[src/rtl/ghr_pkg.sv]
// Shared types and the history shift used by the global-history checkpoint controller.
package ghr_pkg;

    localparam int G_WIDTH = 9;
    localparam int DEPTH   = 8;
    localparam int TAG_W   = $clog2(DEPTH);

    typedef logic [G_WIDTH:0] history_t;
    typedef logic [TAG_W-1:0] ckpt_tag_t;

    typedef enum logic [0:0] {
        RUN     = 1'b0,
        RECOVER = 1'b1
    } ctrl_state_t;

    function automatic history_t shift_hist(input history_t h, input logic b);
        return {h[G_WIDTH-1:0], b};
    endfunction

endpackage

[src/rtl/ghr_ckpt_ram.sv]
// Checkpoint register file: one synchronous write port, one asynchronous read port.
module ghr_ckpt_ram
    import ghr_pkg::*;
#(
    parameter int NUM = 8,
    parameter int AW  = $clog2(NUM)
) (
    input  logic          clk,
    input  logic          we,
    input  logic [AW-1:0] waddr,
    input  history_t      wdata,
    input  logic [AW-1:0] raddr,
    output history_t      rdata
);

    history_t mem [NUM];

    // Contents carry no reset; every entry is written before it can be read.
    always_ff @(posedge clk) begin
        if (we) begin
            mem[waddr] <= wdata;
        end
    end

    assign rdata = mem[raddr];

endmodule

[src/rtl/ghr_checkpoint_ctrl.sv]
// Speculative/architectural global history with per-branch checkpoints for
// misprediction and flush repair.
module ghr_checkpoint_ctrl
    import ghr_pkg::*;
#(
    parameter int DEPTH = ghr_pkg::DEPTH,
    parameter int TAG_W = $clog2(DEPTH)
) (
    input  logic             clk,
    input  logic             rst_n,
    input  logic             predValid,
    input  logic             predTaken,
    output logic             ckptReady,
    output logic [TAG_W-1:0] ckptTag,
    input  logic             resolveValid,
    input  logic [TAG_W-1:0] resolveTag,
    input  logic             mispredict,
    input  logic             actualTaken,
    input  logic             commitValid,
    input  logic             commitTaken,
    input  logic             flush,
    output history_t         specHistory,
    output history_t         archHistory,
    output logic [TAG_W:0]   count,
    output logic             full,
    output logic             empty
);

    logic [TAG_W:0] head, tail, head_nxt, tail_nxt, rel_tag;
    history_t       spec_q, arch_q, spec_nxt, arch_nxt, ckpt_rd;
    ctrl_state_t    state, state_nxt;
    logic           misp_req, misp_ev, commit_ev, alloc_ev;

    assign count     = tail - head;
    assign full      = (count == (TAG_W+1)'(DEPTH));
    assign empty     = (count == '0);
    assign ckptReady = (state == RUN) && !full;
    assign ckptTag   = tail[TAG_W-1:0];

    assign misp_req  = resolveValid && mispredict;
    assign misp_ev   = misp_req && !flush;
    assign commit_ev = commitValid && !empty;
    assign alloc_ev  = predValid && ckptReady && !misp_req && !flush;

    // Distance from the oldest live entry to the resolving branch, modulo DEPTH.
    assign rel_tag   = {1'b0, resolveTag - head[TAG_W-1:0]};

    ghr_ckpt_ram #(
        .NUM (DEPTH),
        .AW  (TAG_W)
    ) u_ram (
        .clk   (clk),
        .we    (alloc_ev),
        .waddr (tail[TAG_W-1:0]),
        .wdata (spec_q),
        .raddr (resolveTag),
        .rdata (ckpt_rd)
    );

    always_comb begin
        head_nxt  = head + (TAG_W+1)'(commit_ev);
        arch_nxt  = commit_ev ? shift_hist(arch_q, commitTaken) : arch_q;
        tail_nxt  = tail;
        spec_nxt  = spec_q;
        state_nxt = RUN;
        if (flush) begin
            spec_nxt = arch_nxt;
            tail_nxt = head_nxt;
        end else if (misp_ev) begin
            spec_nxt = shift_hist(ckpt_rd, actualTaken);
            tail_nxt = head + rel_tag + (TAG_W+1)'(1);
        end else if (alloc_ev) begin
            spec_nxt = shift_hist(spec_q, predTaken);
            tail_nxt = tail + (TAG_W+1)'(1);
        end
        if ((state == RUN) && (flush || misp_ev)) begin
            state_nxt = RECOVER;
        end
    end

    always_ff @(posedge clk or negedge rst_n) begin
        if (!rst_n) begin
            head   <= '0;
            tail   <= '0;
            spec_q <= '0;
            arch_q <= '0;
            state  <= RUN;
        end else begin
            head   <= head_nxt;
            tail   <= tail_nxt;
            spec_q <= spec_nxt;
            arch_q <= arch_nxt;
            state  <= state_nxt;
        end
    end

    assign specHistory = spec_q;
    assign archHistory = arch_q;

endmodule

[config.mk]
export PLATFORM = sky130hd
export DESIGN_NAME = ghr_checkpoint_ctrl
export DESIGN_NICKNAME = d
export VERILOG_FILES = /design/src/rtl/ghr_pkg.sv /design/src/rtl/ghr_ckpt_ram.sv /design/src/rtl/ghr_checkpoint_ctrl.sv
export SDC_FILE = /design/constraint.sdc
export NUM_CORES = 1
export LEC_CHECK = 0
export ABC_CLOCK_PERIOD_IN_PS = 4100
export BUFFER_PORTS_ARGS = -buffer_cell sky130_fd_sc_hd__buf_2
export CAP_MARGIN = 20
export CORE_AREA = 4 4 103 105
export DETAILED_ROUTE_END_ITERATION = 10
export DIE_AREA = 0 0 107 109
export HOLD_SLACK_MARGIN = 0.03
export PLACE_DENSITY = 0.78
export SKIP_CTS_REPAIR_TIMING = 1
export SLEW_MARGIN = 20
export SYNTH_ARGS = -nofsm -noshare
export SYNTH_HDL_FRONTEND = slang
export SYNTH_HIERARCHICAL = 1
export SYNTH_SLANG_ARGS = --single-unit
export TNS_END_PERCENT = 30
[constraint.sdc]
create_clock -name clk -period 4.1 [get_ports clk]
set_input_delay 1.025 -clock clk [delete_from_list [all_inputs] [get_ports clk]]
set_output_delay 1.025 -clock clk [all_outputs]
set_load 0.02 [all_outputs]
==> flow_metrics.py, run 1 <==
metrics = {
    "outcome": {
        "status": "finished, final reports clean",
    },
    "drt": {
        "drt-initial-drc-count": 175,
        "drt-total-wl_um": 9660,
        "drc": 0,
        "wire_per_inst_um": 19.3,
        "vias_per_cell": 5.79,
        "vias": 2899,
        "detail-route-antenna-nets": 0,
        "first_pass_iters": 4,
    },
    "sta": {
        "slew_viol_final": 0,
        "worst_pin_slew_ns": 0.957,
        "setup_tns_ns": 0,
        "finalHoldViolCount": 0,
        "skew_ns": 0.00748,
        "rsz0062_at_grt": "no",
        "setup_violations": 0,
        "fin_crit_ns": 3.69,
        "relSlewSlack": 0.359,
        "maxClockFrequency_mhz": 271,
        "finalCritPeriodShare": 0.899,
    },
    "power_and_ir_drop": {
        "netSwitchingPower_mw": 1.47,
        "ir_drop_mv": 0.596,
        "p_leak_nw": 2.10,
        "comb_power_share": 0.402,
        "clkPwrFrac": 0.158,
        "p_int_mw": 2.11,
        "p_seq_frac": 0.440,
        "powerDensity_nw_per_um2": 681,
        "swShare": 0.410,
    },
    "hold_path": {
        "hold_class": "reg2reg",
    },
    "clock_network": {
        "cts-root-buf": "clkbuf_8",
        "htreeDepth": 3,
        "cts_tree": "built",
        "insertion_delay_ns": 0.36,
        "cts.path.max_buffers": 2,
        "path_clk_slew_ns": 0.10,
        "cts.sinks": 101,
        "cts_buffers": 9,
    },
    "synth": {
        "ys_warn_count": 6,
        "syn-instance-count": 328,
        "synthesis.area_um2": 4770,
        "synth_nets": 354,
        "synth_area_per_cell_um2": 14.6,
    },
    "global_route": {
        "grt_pass1_vias": 2903,
        "grt-ovfl-total": 0,
        "use_met3": 0.0355,
        "top_usage_layer": "met2",
        "antenna_found_initial": 0,
        "use_met2": 0.280,
        "grt_pass1_wl_um": 15600,
        "grt_util_all_layers": 0.177,
        "grt_max_degree": 30,
        "met1_usage": 0.256,
    },
    "placement": {
        "dp_hpwl_um": 6780,
        "io_buffers": 42,
        "gp_congestion": 0.804,
    },
    "setup_path": {
        "worst-setup-path-type": "reg2out",
        "crit_fanout": 13,
        "critPathCaptureType": "primary output",
        "start_kind": "flop",
        "critical_path_arrival_ns": 2.66,
        "crit_required_ns": 3.07,
    },
    "job": {
        "cap_violations": 0,
    },
    "final_layout": {
        "area_growth_pct": 10.1,
        "layout_commonest_cell": "edfxtp_1",
        "utilization": 0.545,
        "seq_area_um2": 2890,
        "nets": 389,
        "fill_cells": 820,
        "antenna_cells": 0,
        "drive_gt1_frac": 0.212,
        "multiInputGateArea_um2": 1710,
        "layout_common_cells": "72 x edfxtp_1, 42 x buf_2, 29 x dfrtp_1",
    },
    "floorplanning": {
        "die_y_um": 109,
        "pin_count": 43,
        "start_util": 0.495,
        "die_area_um2": 11700,
        "num_rows": 36,
        "core_um2": 9640,
        "die_w_um": 107,
    },
}
-- metrics by stage --
step	power [mW]	cells	cell area [µm²]	hold slack, ns	setup slack [ns]
global placement	3.00	485	5070	0.457	0.643
finish	3.58	501	5250	0.479	0.413
detailed placement	3.03	485	5070	0.474	0.402
global route	3.83	501	5250	0.517	0.237
CTS	3.61	501	5240	0.487	0.365
floorplan	2.57	328	4770	0.427	0.494
-- flip-flops by register name, indices dropped and copies added (netlist names) --
name         flops
tail             4
specHistory     10
head             4
u_ram/mem       72
archHistory     10
state            1
-- worst paths after layout --
check,start,endpoint,slack (ns),depth (start not counted)
max in group asynchronous,rst_n,specHistory[7]$_DFFE_PN0P_,2.98,1
setup reg to reg,tail[0]$_DFFE_PN0P_,u_ram/mem[7][5]$_DFFE_PP_,0.50,10
min in group asynchronous,rst_n,head[2]$_DFF_PN0_,0.68,1
hold reg to reg,state$_DFF_PN0_,state$_DFF_PN0_,0.48,1
setup / recovery,tail[0]$_DFFE_PN0P_,ckptReady,0.41,10
hold / removal,state$_DFF_PN0_,state$_DFF_PN0_,0.48,1
-- final cells by class --
cell class	count	share of cell area
Clock inverter	6	0.00905
Multi-Input combinational cell	188	0.326
Inverter	15	0.0107
Tap cell	133	0.0317
Timing Repair Buffer	48	0.0486
Sequential cell	101	0.550
Clock buffer	10	0.0243
-- worst max-delay path, stage by stage (launching register included) --
cell	delay, ns
dfrtp_1	0.50
inv_1	0.14
ha_1	0.20
inv_1	0.06
fa_1	0.41
xor2_2	0.20
nor3_2	0.16
buf_4	0.22
and3_1	0.19
nor2_1	0.05
buf_2	0.15
-- power groups by stage --
stage	clock [mW]	combinational, mW	sequential, mW
6_report	0.566	1.44	1.57
3_3_place_gp	0	1.42	1.58
4_1_cts	0.585	1.45	1.57
5_1_grt	0.635	1.59	1.61
3_5_place_dp	0	1.44	1.59
2_1_floorplan	0	0.964	1.61
-- per-layer routing --
metal / vias up / wire length [µm]
li1: 1343 / -
met1: 1464 / 4530
met2: 82 / 4640
met3: 10 / 380
met4: 0 / 109
met5: - / 0
Note: power is estimated with default switching activity, not from simulation.
==> run 2: changes to the inputs <==
--- a/config.mk
+++ b/config.mk
@@ -12,6 +12,7 @@
 export DETAILED_ROUTE_END_ITERATION = 10
 export DIE_AREA = 0 0 107 109
 export HOLD_SLACK_MARGIN = 0.03
+export MAX_ROUTING_LAYER = met4
 export PLACE_DENSITY = 0.78
 export SKIP_CTS_REPAIR_TIMING = 1
 export SLEW_MARGIN = 20
==> flow_metrics.py, run 2 (synthesis results as in run 1) <==
metrics = {
    "outcome": {
        "status": "finished, final reports clean",
    },
    "sta": {
        "setup_ws_ns": 0.413,
        "setup_violations": 0,
        "worst_pin_slew_ns": 0.947,
        "fin_crit_ns": 3.69,
        "finalCritPeriodShare": 0.899,
        "setup_tns_ns": 0,
        "rsz0062_at_grt": "no",
        "relSlewSlack": 0.366,
        "finalHoldViolCount": 0,
        "slew_viol_final": 0,
        "skew_ns": 0.00825,
        "maxClockFrequency_mhz": 271,
    },
    "setup_path": {
        "worst-setup-path-type": "reg2out",
        "critPathCaptureType": "primary output",
        "start_kind": "flop",
        "crit_required_ns": 3.07,
        "critical_path_arrival_ns": 2.66,
        "crit_fanout": 13,
    },
    "clock_network": {
        "cts_buffers": 9,
        "path_clk_slew_ns": 0.10,
        "cts_tree": "built",
        "cts.path.max_buffers": 2,
        "htreeDepth": 3,
        "cts.sinks": 101,
        "insertion_delay_ns": 0.36,
        "cts-root-buf": "clkbuf_8",
    },
    "global_route": {
        "grt_max_degree": 30,
        "grt-ovfl-total": 0,
        "grt_pass1_vias": 2896,
        "grt_pass1_wl_um": 15700,
        "antenna_found_initial": 0,
        "grt_util_all_layers": 0.182,
    },
    "drt": {
        "drt-initial-drc-count": 168,
        "vias_per_cell": 5.80,
        "first_pass_iters": 4,
        "drt-total-wl_um": 9610,
        "detail-route-antenna-nets": 0,
        "routed-wl-met2_um": 4680,
        "vias": 2904,
        "routed-wl-met3_um": 403,
        "top_layer": "met4",
        "drt-met1-wl_um": 4450,
        "wire_per_inst_um": 19.2,
        "drc": 0,
    },
    "power_and_ir_drop": {
        "p_leak_nw": 2.10,
        "ir_drop_mv": 0.596,
        "powerDensity_nw_per_um2": 681,
    },
    "final_layout": {
        "largest_register_ffs": 72,
        "utilization": 0.545,
        "layout_commonest_cell": "edfxtp_1",
        "fill_cells": 820,
        "top_register": "u_ram/mem",
        "design_area_um2": 5250,
        "nets": 389,
        "area_growth_pct": 10.1,
        "drive_gt1_frac": 0.212,
        "antenna_cells": 0,
        "layout_common_cells": "72 x edfxtp_1, 42 x buf_2, 29 x dfrtp_1",
        "fin_cells": 501,
    },
    "floorplanning": {
        "die_area_um2": 11700,
        "num_rows": 36,
        "die_w_um": 107,
        "die_y_um": 109,
        "pin_count": 43,
        "core_um2": 9640,
        "start_util": 0.495,
    },
    "hold_path": {
        "hold_class": "reg2reg",
    },
    "placement": {
        "dp_hpwl_um": 6780,
        "io_buffers": 42,
        "dp.cells": 485,
        "placed_area_um2": 5070,
        "place_ws_ns": 0.402,
        "gp_congestion": 0.815,
    },
    "job": {
        "cap_violations": 0,
    },
}
## run 2: cell counts in the layout (fill, tap and decap cells not counted)
No cell type changed its count.
## run 2: routing by layer
layer  vias to the layer above  GRT usage
met5                         -          -
met4                         0     0.0521
met3                         5     0.0249
met2                       103      0.278
met1                      1453      0.260
li1                       1343          -
## run 2: path summary, 6_finish.rpt
| kind | startpoint | to | slack (ns) | depth (start not counted) |
|---|---|---|---|---|
| max in group asynchronous | rst_n | specHistory[8]$_DFFE_PN0P_ | 2.97 | 1 |
| worst max-delay path | tail[0]$_DFFE_PN0P_ | ckptReady | 0.41 | 10 |
| min in group asynchronous | rst_n | head[2]$_DFF_PN0_ | 0.69 | 1 |
| worst max register to register | tail[0]$_DFFE_PN0P_ | u_ram/mem[7][4]$_DFFE_PP_ | 0.50 | 10 |
| worst min-delay path | state$_DFF_PN0_ | state$_DFF_PN0_ | 0.48 | 1 |
| worst min register to register | state$_DFF_PN0_ | state$_DFF_PN0_ | 0.48 | 1 |
## run 2: critical path, cell delays in order, from the launching register on
cell and delay [ns]:
dfrtp_1 0.50, inv_1 0.14, ha_1 0.21, inv_1 0.07, fa_1 0.41, xor2_2 0.20, nor3_2 0.16, buf_4 0.23
and3_1 0.19, nor2_1 0.04, buf_2 0.15
## run 2: layout make-up
class,instances,area [µm²],area share
Sequential cell,101,2890,0.550
Multi-Input combinational cell,188,1710,0.326
Timing Repair Buffer,48,255,0.0486
Tap cell,133,166,0.0317
Clock buffer,10,128,0.0243
Inverter,15,56.3,0.0107
Clock inverter,6,47.5,0.00905
## run 2: power breakdown
| group | switching (mW) | internal, mW | leakage [nW] |
|---|---|---|---|
| sequential | 0.243 | 1.33 | 1.01 |
| combinational | 0.884 | 0.556 | 1.01 |
| clock | 0.340 | 0.226 | 0.0825 |
## run 2: metrics by stage
stage,hold WS (ns),power (mW)
5_1_grt,0.517,3.83
4_1_cts,0.487,3.61
3_3_place_gp,0.457,3.00
6_report,0.480,3.58
3_5_place_dp,0.474,3.03
2_1_floorplan,0.427,2.57
